File: src/rtl/pwm_pkg.sv
// Shared definitions for the PWM capture block: register word offsets,
// CTRL/STATUS bit positions and the measurement state encoding.
package pwm_pkg;

  localparam logic [2:0] OFF_CTRL    = 3'd0;
  localparam logic [2:0] OFF_PERIOD  = 3'd1;
  localparam logic [2:0] OFF_HIGH    = 3'd2;
  localparam logic [2:0] OFF_STATUS  = 3'd3;
  localparam logic [2:0] OFF_TIMEOUT = 3'd4;

  localparam int CTRL_EN     = 0;
  localparam int CTRL_IRQ_EN = 1;
  localparam int CTRL_CLR    = 2;

  localparam int STAT_VALID = 0;
  localparam int STAT_OVF   = 1;
  localparam int STAT_LEVEL = 2;

  typedef enum logic [1:0] {
    ST_IDLE = 2'd0,
    ST_ARM  = 2'd1,
    ST_MEAS = 2'd2
  } pwm_state_e;

endpackage

File: src/rtl/prim_sync_2ff.sv
// Two-flop synchronizer for asynchronous level inputs.
module prim_sync_2ff #(
  parameter int WIDTH = 1
) (
  input  logic             clk_i,
  input  logic             rst_ni,
  input  logic [WIDTH-1:0] d_i,
  output logic [WIDTH-1:0] q_o
);

  logic [WIDTH-1:0] stage_p0;

  always_ff @(posedge clk_i or negedge rst_ni) begin
    if (!rst_ni) begin
      stage_p0 <= '0;
      q_o      <= '0;
    end else begin
      stage_p0 <= d_i;
      q_o      <= stage_p0;
    end
  end

endmodule

File: src/rtl/pwm_capture.sv
// PWM period / high-time capture with a small register bus, overflow
// timeout and a level interrupt.
module pwm_capture
  import pwm_pkg::*;
#(
  parameter int BITS = 32
) (
  input  logic        clk_i,
  input  logic        rst_ni,
  input  logic        valid_i,
  output logic        ready_o,
  input  logic        we_i,
  input  logic [31:0] addr_i,
  input  logic [31:0] wdata_i,
  output logic [31:0] rdata_o,
  input  logic        cio_pwm_i,
  output logic        irq_o
);

  function automatic logic [BITS-1:0] sat_inc(input logic [BITS-1:0] v);
    return (&v) ? v : v + BITS'(1);
  endfunction

  pwm_state_e      state;
  logic            lvl_sync, lvl_p2, rise;
  logic            en, irq_en, st_valid, st_ovf;
  logic [BITS-1:0] cnt, hcnt, period, high, timeout;
  logic [BITS:0]   cnt_inc;
  logic            tmo_hit, ovf_hit;
  logic            req, wr, wr_ctrl, wr_stat, wr_tmo, clr;
  logic [2:0]      idx;
  logic [31:0]     rd_mux;
  logic            unused_bus;

  prim_sync_2ff #(.WIDTH(1)) u_sync (
    .clk_i  (clk_i),
    .rst_ni (rst_ni),
    .d_i    (cio_pwm_i),
    .q_o    (lvl_sync)
  );

  // Edge-detect stage behind the synchronizer
  always_ff @(posedge clk_i or negedge rst_ni) begin
    if (!rst_ni) lvl_p2 <= 1'b0;
    else         lvl_p2 <= lvl_sync;
  end

  assign rise = lvl_sync & ~lvl_p2;

  assign req     = valid_i & ~ready_o;
  assign idx     = addr_i[4:2];
  assign wr      = req & we_i;
  assign wr_ctrl = wr && (idx == OFF_CTRL);
  assign wr_stat = wr && (idx == OFF_STATUS);
  assign wr_tmo  = wr && (idx == OFF_TIMEOUT);
  assign clr     = wr_ctrl & wdata_i[CTRL_CLR];

  assign unused_bus = ^{addr_i[31:5], addr_i[1:0], wdata_i};

  // cnt+1 is formed one bit wider so an all-ones count never aliases TIMEOUT
  assign cnt_inc = {1'b0, cnt} + {{BITS{1'b0}}, 1'b1};
  assign tmo_hit = (timeout != '0) && (cnt_inc == {1'b0, timeout});
  assign ovf_hit = tmo_hit || (&cnt);

  always_ff @(posedge clk_i or negedge rst_ni) begin
    if (!rst_ni) begin
      state    <= ST_IDLE;
      cnt      <= '0;
      hcnt     <= '0;
      period   <= '0;
      high     <= '0;
      st_valid <= 1'b0;
      st_ovf   <= 1'b0;
    end else begin
      // Software W1C first so a same-cycle hardware set below wins
      if (wr_stat && wdata_i[STAT_VALID]) st_valid <= 1'b0;
      if (wr_stat && wdata_i[STAT_OVF])   st_ovf   <= 1'b0;

      if (clr) begin
        cnt      <= '0;
        hcnt     <= '0;
        period   <= '0;
        high     <= '0;
        st_valid <= 1'b0;
        st_ovf   <= 1'b0;
        state    <= wdata_i[CTRL_EN] ? ST_ARM : ST_IDLE;
      end else if (!en) begin
        state <= ST_IDLE;
        cnt   <= '0;
        hcnt  <= '0;
      end else begin
        case (state)
          ST_IDLE: state <= ST_ARM;
          ST_ARM: begin
            if (rise) begin
              cnt   <= '0;
              hcnt  <= BITS'(1);
              state <= ST_MEAS;
            end
          end
          ST_MEAS: begin
            if (rise) begin
              period   <= sat_inc(cnt);
              high     <= hcnt;
              st_valid <= 1'b1;
              cnt      <= '0;
              hcnt     <= BITS'(1);
            end else if (ovf_hit) begin
              st_ovf <= 1'b1;
              cnt    <= '0;
              hcnt   <= '0;
              state  <= ST_ARM;
            end else begin
              cnt <= sat_inc(cnt);
              if (lvl_sync) hcnt <= sat_inc(hcnt);
            end
          end
          default: state <= ST_IDLE;
        endcase
      end
    end
  end

  always_comb begin
    rd_mux = '0;
    case (idx)
      OFF_CTRL:    rd_mux = {30'd0, irq_en, en};
      OFF_PERIOD:  rd_mux = 32'(period);
      OFF_HIGH:    rd_mux = 32'(high);
      OFF_STATUS:  rd_mux = {29'd0, lvl_sync, st_ovf, st_valid};
      OFF_TIMEOUT: rd_mux = 32'(timeout);
      default:     rd_mux = '0;
    endcase
  end

  // Bus response stage: ack and read data one cycle after the request
  always_ff @(posedge clk_i or negedge rst_ni) begin
    if (!rst_ni) begin
      ready_o <= 1'b0;
      rdata_o <= '0;
      irq_o   <= 1'b0;
      en      <= 1'b0;
      irq_en  <= 1'b0;
      timeout <= '0;
    end else begin
      ready_o <= req;
      rdata_o <= (req && !we_i) ? rd_mux : '0;
      irq_o   <= irq_en & (st_valid | st_ovf);
      if (wr_ctrl) begin
        en     <= wdata_i[CTRL_EN];
        irq_en <= wdata_i[CTRL_IRQ_EN];
      end
      if (wr_tmo) timeout <= wdata_i[BITS-1:0];
    end
  end

endmodule

File: config.mk
export PLATFORM = sky130hd
export DESIGN_NAME = pwm_capture
export DESIGN_NICKNAME = d
export VERILOG_FILES = /design/src/rtl/pwm_pkg.sv /design/src/rtl/prim_sync_2ff.sv /design/src/rtl/pwm_capture.sv
export SDC_FILE = /design/constraint.sdc
export NUM_CORES = 1
export LEC_CHECK = 0
export CORE_MARGIN = 2
export CORE_UTILIZATION = 55
export DETAILED_ROUTE_END_ITERATION = 10
export DONT_BUFFER_PORTS = 1
export GPL_TIMING_DRIVEN = 0
export PLACE_DENSITY_LB_ADDON = 0.12
export SLEW_MARGIN = 20
export SYNTH_ARGS = -nofsm -noshare
export SYNTH_HDL_FRONTEND = slang
export SYNTH_SLANG_ARGS = --single-unit
File: constraint.sdc
create_clock -name clk_i -period 9.2 [get_ports clk_i]
set_input_delay 1.84 -clock clk_i [delete_from_list [all_inputs] [get_ports clk_i]]
set_output_delay 1.84 -clock clk_i [all_outputs]
set_load 0.005 [all_outputs]
==> out/qor.yml <==
timing:
  min_period_ns: 5.060
  fin_crit_sh_pct: 55.00
  timing.hold.ws_ns: 0.3462
  relSlewSlack_pct: 35.00
  rsz0062_at_grt: "false"
  setup_tns_ns: 0
  hold_viol: 0
  slew_viol_final: 0
  max_freq_ghz: 0.1976
  setup_viol: 0
  skew_ns: 0.009812
  tightest_slew_ns: 0.9751
clock_tree:
  clkTransAtPathRegs_ns: 0.06
  cts_made_buffers: 24
  cts_resized: 0
  cts_root_buffer: "clkbuf_16"
  cts_tree: "done"
  hold_buffers: 0
  clock_latency_ns: 0.53
  cts_buffer_depth: 3
  post_cts_buffers: 0
  htree_levels: 1
  clock-sinks: 203
placement:
  gp_congestion: 1.063
  dp_hpwl_um: 30970
  port_buffers: 0
  dp_cells: 1630
grt:
  antenna_found_initial: 2
  first_global_vias: 10650
  grt_overflow: 0
  grt_pass1_wl_um: 64830
  grt_start_max_net_pins: 204
  grt_usage_pct: 38.65
critical_path:
  crit_type: "in2reg"
  end_kind: "flip-flop"
  worstPathArrival_ns: 5.44
  r2r_slack_ns: 4.25
  worstPathRequired_ns: 9.58
  rr_worst_depth: 13
  path_max_fanout: 10
  startpoint_type: "input port"
power:
  power-per-cell-area_nw_per_um2: 193.6
  leakagePower_uw: 0.005224
  power_frac_comb_pct: 15.9
  vdd_drop_max_mv: 0.1518
  clockPowerShare_pct: 38.8
  internal_power_uw: 1708
  p_seq_share_pct: 45.3
  p_switching_uw: 764.3
  switching_share_pct: 30.92
final_layout:
  layout_commonest_cell: "dfrtp_1"
  fin_nets: 1454
  diodes: 0
  final_cell_mix: "dfrtp_1 (203), nand2_1 (174), a21oi_1 (151)"
  drive_gt1_share_pct: 9.084
  area_delta_synth_final_pct: 9.887
  layoutNonFillerInstCount: 1673
synth:
  yosysWarnings: 0
  synth.distinct_cells: 78
  syn_inst: 1355
  avgSynthCellArea_um2: 8.574
  ys_ff_latch: 203
  yosysSeqAreaShare_pct: 43.73
  synth-main-ff-cell: "dfrtp_1"
  syn_nets: 1428
  synthArstFlopShare_pct: 100.0
  synth_edf_count: 0
  netlist_area_um2: 11620
routing:
  drt_wl_total_um: 42530
  routed_via_density: 6.753
  post_drt_wl_per_cell_um: 25.42
  antenna_violating_nets_post_route: 0
  num_vias: 11300
  drt_first_iter_violations: 1331
  first_pass_iters: 8
  drc_errors: 0
floorplan:
  io_pins: 103
  die_x_um: 149.3
  num_rows: 53
  dieArea_um2: 22300
  start_util_pct: 55.62
  coreArea_um2: 20890
  dieHeight_um: 149.3
flow_run:
  cap_violations: 0
min_path:
  min_path_cells: 0
  hold_path.class: "reg2reg"
status:
  status: "complete, no violations"
[synth_stat cells, drive strengths merged, types with 3 or more instances]
cell | n | area share, %
a2111oi | 6 | 0.51
a21o | 3 | 0.19
a21oi | 151 | 6.5
a22oi | 39 | 2.6
a31oi | 43 | 2.3
a41oi | 4 | 0.30
and2 | 13 | 0.70
and3 | 42 | 2.3
and4 | 11 | 0.83
buf | 36 | 1.7
clkbuf | 81 | 2.6
dfrtp | 203 | 44
ha | 4 | 0.43
inv | 20 | 0.65
mux2 | 32 | 3.1
nand2 | 174 | 5.6
nand2b | 6 | 0.32
nand3 | 59 | 2.7
nand4 | 48 | 2.8
nor2 | 131 | 4.2
nor2b | 12 | 0.65
nor3 | 12 | 0.56
nor4 | 35 | 2.3
o2111ai | 4 | 0.30
o211ai | 3 | 0.19
o21ai | 71 | 3.1
o311ai | 10 | 0.75
o41ai | 4 | 0.30
or2 | 4 | 0.22
or3 | 4 | 0.22
or4 | 8 | 0.55
xnor2 | 32 | 2.4
xor2 | 12 | 0.90
[stage by stage]
| stage | utilization (%) | total power (µW) | instance area (µm²) | worst slack, ns |
|---|---|---|---|---|
| after floorplan | - | 1336 | 11620 | 4.952 |
| after global placement | 57.26 | 1498 | 11960 | 3.742 |
| after detailed placement | 57.30 | 1504 | 11970 | 3.711 |
| after CTS | 61.11 | 2458 | 12770 | 4.233 |
| after global routing | 61.11 | 2557 | 12770 | 3.851 |
| final | 61.11 | 2472 | 12770 | 4.140 |
[power groups by stage]
| stage | clock [µW] | combinational, µW | sequential (µW) |
|---|---|---|---|
| after floorplan | 0 | 268 | 1070 |
| after global placement | 0 | 372 | 1130 |
| after detailed placement | 0 | 377 | 1130 |
| after CTS | 965 | 380 | 1110 |
| after global routing | 1010 | 424 | 1130 |
| final | 958 | 394 | 1120 |
[layout make-up]
type | instances | area [µm²]
clock inverters | 9 | 77.57
multi-input cells | 1015 | 5969
inverters | 20 | 75.07
clock buffers | 34 | 719.4
flip-flops and latches | 203 | 5080
well taps | 275 | 344.1
plain buffers | 117 | 500.5
fillers | 1868 | 8123
[cells by family (layout without fill, tap and decap cells)]
group / count (synthesis) / after routing / synth area share (%)
and+or+nand+nor: 564 / 564 / 24.36
AOI/OAI and AO/OA: 366 / 366 / 19.24
DFF: 203 / 203 / 43.73
buffers and inverters: 137 / 180 / 4.954
xor gates and xnor gates: 46 / 46 / 3.716
muxes: 35 / 35 / 3.576
adders and majority gates: 4 / 4 / 0.4308
[sequential cells by signal (all words and copies together) (netlist names)]
name             flops
hcnt                32
st_ovf               1
ready_o              1
cnt                 32
irq_o                1
irq_en               1
u_sync.q_o           1
st_valid             1
high                32
u_sync.stage_p0      1
rdata_o             32
timeout             32
lvl_p2               1
en                   1
period              32
state                2
[per-layer routing]
layer  vias up  wire, µm  track usage (%)
met5         -         0                0
li1       4983         -                -
met4         0      2070            16.00
met1      5469     17400            55.00
met2       722     17940            56.38
met3       123      5119            9.572
[critical path: stages]
cell	delay (ns)
nor4bb_1	0.70
nand3_1	0.26
and2_1	0.23
clkbuf_1	0.17
nand3_1	0.29
nand2b_1	0.15
clkbuf_1	0.74
nor2_1	0.42
nand2_1	0.18
buf_2	0.28
o311ai_0	0.16
[final timing paths]
kind                               to       startpoint
setup / recovery             hcnt[20]          valid_i
hold / removal             u_sync.q_o  u_sync.stage_p0
setup reg to reg             hcnt[20]           cnt[1]
hold reg to reg            u_sync.q_o  u_sync.stage_p0
max in group asynchronous     cnt[19]           rst_ni
min in group asynchronous    state[1]           rst_ni
Note: power is estimated with default switching activity, not from simulation.
